## config.mk

```make
export PLATFORM = sky130hd
export DESIGN_NAME = mult_share_arbiter
export DESIGN_NICKNAME = d
export VERILOG_FILES = /design/src/rtl/mult_share_arbiter.sv
export SDC_FILE = /design/constraint.sdc
export NUM_CORES = 1
export LEC_CHECK = 0
export BUFFER_PORTS_ARGS = -buffer_cell sky130_fd_sc_hd__clkbuf_2
export CAP_MARGIN = 20
export CORE_MARGIN = 3
export CORE_UTILIZATION = 39
export CTS_BUF_LIST = sky130_fd_sc_hd__clkbuf_16
export DETAILED_ROUTE_END_ITERATION = 6
export PLACE_DENSITY = 0.72
export SLEW_MARGIN = 25
export SYNTH_ARGS = -nofsm -noshare
export SYNTH_HDL_FRONTEND = slang
export SYNTH_SLANG_ARGS = --single-unit
```

## constraint.sdc

```tcl
create_clock -name clk -period 3.2 [get_ports clk]
set_clock_uncertainty 0.1 [all_clocks]
set_input_delay 0.48 -clock clk [delete_from_list [all_inputs] [get_ports clk]]
set_output_delay 0.48 -clock clk [all_outputs]
set_load 0.1 [all_outputs]
```

## src/rtl/mult_share_arbiter.sv

```systemverilog
// Round-robin arbiter sharing one Q-format fixed-point multiplier among NUM_REQ requesters.
// Optional: define MULT_ARB_SATURATE_EN to saturate the mantissa of overflowed products.
module mult_share_arbiter #(
    parameter int NUM_REQ      = 4,
    parameter int ID_W         = 2,
    parameter int MULT_LATENCY = 1
) (
    input  logic                  clk,
    input  logic                  rst,
    input  logic [NUM_REQ-1:0]    req_valid,
    output logic [NUM_REQ-1:0]    req_ready,
    input  logic [16*NUM_REQ-1:0] req_a,
    input  logic [16*NUM_REQ-1:0] req_b,
    output logic [15:0]           mult_a,
    output logic [15:0]           mult_b,
    output logic                  mult_en,
    input  logic [15:0]           mult_out,
    input  logic                  mult_ovf,
    output logic                  rsp_valid,
    input  logic                  rsp_ready,
    output logic [ID_W-1:0]       rsp_id,
    output logic [15:0]           rsp_result,
    output logic                  rsp_overflow,
    output logic                  busy
);

    localparam logic [1:0] IDLE = 2'd0;
    localparam logic [1:0] MUL  = 2'd1;
    localparam logic [1:0] RESP = 2'd2;

    logic [1:0]      state_q, state_d;
    logic [ID_W-1:0] ptr_q, ptr_d;
    logic [3:0]      cnt_q, cnt_d;
    logic [15:0]     mult_a_q, mult_a_d;
    logic [15:0]     mult_b_q, mult_b_d;
    logic [ID_W-1:0] rsp_id_q, rsp_id_d;
    logic [15:0]     rsp_result_q, rsp_result_d;
    logic            rsp_ovf_q, rsp_ovf_d;

    logic            found;
    int unsigned     gnt_idx;
    int unsigned     idx;
    logic [NUM_REQ-1:0] vshift;
    logic [15:0]     a_sel, b_sel;
    logic [15:0]     captured;

    // Scan from ptr upward, wrapping at NUM_REQ so unused indices are never granted.
    always_comb begin
        found   = 1'b0;
        gnt_idx = 0;
        idx     = 0;
        vshift  = '0;
        for (int unsigned i = 0; i < NUM_REQ; i++) begin
            idx = 32'(ptr_q) + i;
            if (idx >= NUM_REQ) idx = idx - NUM_REQ;
            vshift = req_valid >> idx;
            if (!found && vshift[0]) begin
                found   = 1'b1;
                gnt_idx = idx;
            end
        end
        a_sel = 16'(req_a >> (16 * gnt_idx));
        b_sel = 16'(req_b >> (16 * gnt_idx));
    end

    always_comb begin
`ifdef MULT_ARB_SATURATE_EN
        if (mult_ovf)
            captured = {mult_out[15:13],
                        (mult_a_q[12] ^ mult_b_q[12]) ? 13'h1000 : 13'h0FFF};
        else
            captured = mult_out;
`else
        captured = mult_out;
`endif
    end

    always_comb begin
        state_d      = state_q;
        ptr_d        = ptr_q;
        cnt_d        = cnt_q;
        mult_a_d     = mult_a_q;
        mult_b_d     = mult_b_q;
        rsp_id_d     = rsp_id_q;
        rsp_result_d = rsp_result_q;
        rsp_ovf_d    = rsp_ovf_q;
        req_ready    = '0;
        case (state_q)
            IDLE: begin
                if (found) begin
                    req_ready = {{(NUM_REQ-1){1'b0}}, 1'b1} << gnt_idx;
                    mult_a_d  = a_sel;
                    mult_b_d  = b_sel;
                    rsp_id_d  = ID_W'(gnt_idx);
                    ptr_d     = (gnt_idx + 1 >= NUM_REQ) ? '0 : ID_W'(gnt_idx + 1);
                    cnt_d     = 4'(MULT_LATENCY - 1);
                    state_d   = MUL;
                end
            end
            MUL: begin
                if (cnt_q == 4'd0) begin
                    rsp_result_d = captured;
                    rsp_ovf_d    = mult_ovf;
                    state_d      = RESP;
                end else begin
                    cnt_d = cnt_q - 4'd1;
                end
            end
            RESP: begin
                if (rsp_ready) state_d = IDLE;
            end
            default: state_d = IDLE;
        endcase
    end

    always_ff @(posedge clk) begin
        if (rst) begin
            state_q      <= IDLE;
            ptr_q        <= '0;
            cnt_q        <= '0;
            mult_a_q     <= '0;
            mult_b_q     <= '0;
            rsp_id_q     <= '0;
            rsp_result_q <= '0;
            rsp_ovf_q    <= 1'b0;
        end else begin
            state_q      <= state_d;
            ptr_q        <= ptr_d;
            cnt_q        <= cnt_d;
            mult_a_q     <= mult_a_d;
            mult_b_q     <= mult_b_d;
            rsp_id_q     <= rsp_id_d;
            rsp_result_q <= rsp_result_d;
            rsp_ovf_q    <= rsp_ovf_d;
        end
    end

    assign mult_a       = mult_a_q;
    assign mult_b       = mult_b_q;
    assign mult_en      = (state_q == MUL);
    assign rsp_valid    = (state_q == RESP);
    assign rsp_id       = rsp_id_q;
    assign rsp_result   = rsp_result_q;
    assign rsp_overflow = rsp_ovf_q;
    assign busy         = (state_q != IDLE);

endmodule
```

==> flow_summary.toml <==
[sta]
setup_viol = 0
fin_hold_ws_ps = 270
slew_headroom = 0.539
final-max-slew-violation-count = 0
post-route-min-period_ps = 3160
setup_tns_ps = 0
max_freq_ghz = 0.317
period_share = 0.986
worst_slew_pin_slew_ps = 689
rsz0062_at_grt = "true"
hold_viol = 0

[logic_synthesis]
synth_area_leaders = "dfxtp_1 (28%), and3_1 (9.8%), mux2i_1 (7.7%)"
synth-simple-area-share = 0.207
synthXorXnorAreaFrac = 0.00410
avgSynthCellArea_um2 = 8.21
synth_top_area_share = 0.277
synth_cell_types = 47
seq_area_frac_synth = 0.277
yosysTopAreaCell = "dfxtp_1"
synth_fa_ha_area_frac = 0.0439
yosys_most_used_dff = "dfxtp_1"
ys_seq_elements = 59
async_reset_ff_frac = 0
synth_top_family_by_area = "compound AO/OA/AOI/OAI gates"
synth_area_mm2 = 0.00427
synth_compound_area_frac = 0.254
synth_edf_count = 0
synthMuxAreaShare = 0.103
ys_warn_count = 0
syn_inst = 520

[floorplan]
start_util = 0.406
core_area_mm2 = 0.0105
ios = 210
die_area_mm2 = 0.0122
row_count = 37
die_w_um = 111
die_h_um = 111

[grt]
grt_max_degree = 65
grt_pass1_wl_um = 21100
grt_overflow = 0
grt_pass1_vias = 4453
grt_usage = 0.204
grt_antenna_before_repair = 0

[placement]
placed_cells = 840
dpl.hpwl_um = 9630
gp_congestion = 0.854
portBuffers = 209

[worst_setup_path]
end_kind = "output pin"
crit_path_start_kind = "register"
worstPathArrival_ps = 2580
criticalPathCategory = "reg2out"
required_ps = 2620
cp_max_fo = 3

[power_and_ir_drop]
powerDensity_mw_per_mm2 = 525
p_leak_nw = 3.22
peakVddDrop_v = 0.000284
power_mw = 3.10

[drt]
wl_per_cell_um = 15.2
drc = 0
viasPerCell = 5.43
routed_wl_um = 13200
dr.pass1.iters = 5
route.vias.total = 4713
drtIter0Drc = 284
ant_nets = 0

[clock_tree]
clk_latency_ps = 320
htreeDepth = 3
clkTransAtPathRegs_ps = 60
tritoncts = "built"
ctsRootBufferMaster = "clkbuf_16"
cts_buffers = 9
cts_buffer_depth = 2
holdBufCountCts = 0
numClockSinks = 59

[finish]
antennaDiodeCount = 0
syn2layout_area_growth_pct = 38.2
finalNonFillerCells = 868
layout-drive-gt1-share = 0.395
seq_area_mm2 = 0.00119
nNetsFinal = 894
multi_input_area_mm2 = 0.00274
fillerInstances = 1000

[job]
drv_cap = 0

[status]
outcome = "complete, no violations"

[min_path]
hp-class = "in2reg"
-- power by group --
part	switching [mW]	total (mW)	internal, mW
logic	0.943	1.25	0.305
clock network	0.383	0.991	0.608
registers	0.0440	0.860	0.816
total	1.37	3.10	1.73
-- timing repair --
item,4_1_cts,5_1_grt
gates resized for setup,6,9
setup endpoints to repair,4,6
pin swaps,2,5
setup buffers,5,7
-- cells in the mapped netlist, types with 3 or more instances --
cell type,instances
a21o_1,3
a21oi_1,22
a221oi_1,34
and2_1,3
and3_1,67
buf_2,7
buf_6,12
clkbuf_1,28
dfxtp_1,59
ha_1,15
inv_1,40
mux2i_1,33
nand2_1,75
nand3_1,4
nor2_1,9
nor2b_1,4
nor4_1,3
o211ai_1,25
o211ai_2,7
o31ai_1,33
-- critical path: stages (launching register included) --
cell and delay [ps]:
dfxtp_4 370, inv_4 50, ha_4 280, mux4_2 540, and2_4 190, o31a_1 330
nor2b_2 180, and2_4 160, buf_12 160
-- cell families after synthesis --
logic type | count (synthesis)
buffers and inverters | 92
DFF | 59
and+or+nand+nor | 174
adders and majority gates | 15
xor gates and xnor gates | 2
muxes | 39
AOI/OAI and AO/OA | 137
other | 2
-- layout by cell type (no fill, tap or decap), drive strengths merged, types with 2 or more instances in the layout --
| cell type | count |
|---|---|
| clkbuf | 214 |
| nand2 | 75 |
| and3 | 67 |
| dfxtp | 59 |
| inv | 42 |
| a221oi | 34 |
| mux2i | 33 |
| o31ai | 33 |
| o211ai | 32 |
| buf | 31 |
| a21oi | 22 |
| ha | 15 |
| conb | 14 |
| nor2 | 10 |
| nand3 | 5 |
| nor2b | 4 |
| o21ai | 4 |
| mux2 | 3 |
| a21o | 3 |
| mux4 | 3 |
| and2 | 3 |
| nor4 | 3 |
| nand2b | 2 |
| nor3 | 2 |
| clkinvlp | 2 |
| a211oi | 2 |
| clkinv | 2 |
-- registers in the layout, indices dropped and copies added, names as in the netlist --
signal / cells
mult_a: 16
mult_b: 16
rsp_result: 16
cnt_q: 4
ptr_q: 2
rsp_id: 2
state_q: 2
rsp_overflow: 1
-- worst paths after layout --
| path | from | endpoint | slack [ps] | cells past startpoint |
|---|---|---|---|---|
| worst min register to register | rsp_result[10]$_SDFFE_PP0P_ | rsp_result[10]$_SDFFE_PP0P_ | 350 | 2 |
| worst max-delay path | ptr_q[0]$_SDFFE_PP0P_ | req_ready[1] | 40 | 8 |
| worst max register to register | ptr_q[0]$_SDFFE_PP0P_ | ptr_q[1]$_SDFFE_PP0P_ | 160 | 13 |
| worst min-delay path | mult_out[10] | rsp_result[10]$_SDFFE_PP0P_ | 270 | 3 |
-- final cells by class --
cell class                      count  share of cell area
Multi-Input combinational cell    381               0.465
Timing Repair Buffer              236               0.229
Sequential cell                    59               0.201
Clock buffer                        9              0.0382
Tap cell                          136              0.0288
Inverter                           40              0.0259
Clock inverter                      7              0.0129
-- through the flow --
stage / util / instance area, um^2 / setup WS (ps)
final: 0.561 / 5900 / 43.5
after global routing: 0.561 / 5900 / -19.7
after CTS: 0.554 / 5830 / 8.97
after detailed placement: 0.520 / 5470 / 185
after global placement: 0.520 / 5470 / 235
after floorplan: - / 4350 / 1.84
-- per-layer routing --
metal | GRT usage | vias up | share of wire | wire length (um)
li1 | - | 2300 | - | -
met1 | 0.237 | 2208 | 0.39 | 5110
met2 | 0.365 | 178 | 0.53 | 6970
met3 | 0.0389 | 27 | 0.060 | 794
met4 | 0.0846 | 0 | 0.025 | 336
met5 | 0 | - | 0 | 0
Power figures use the tool's default switching activity.
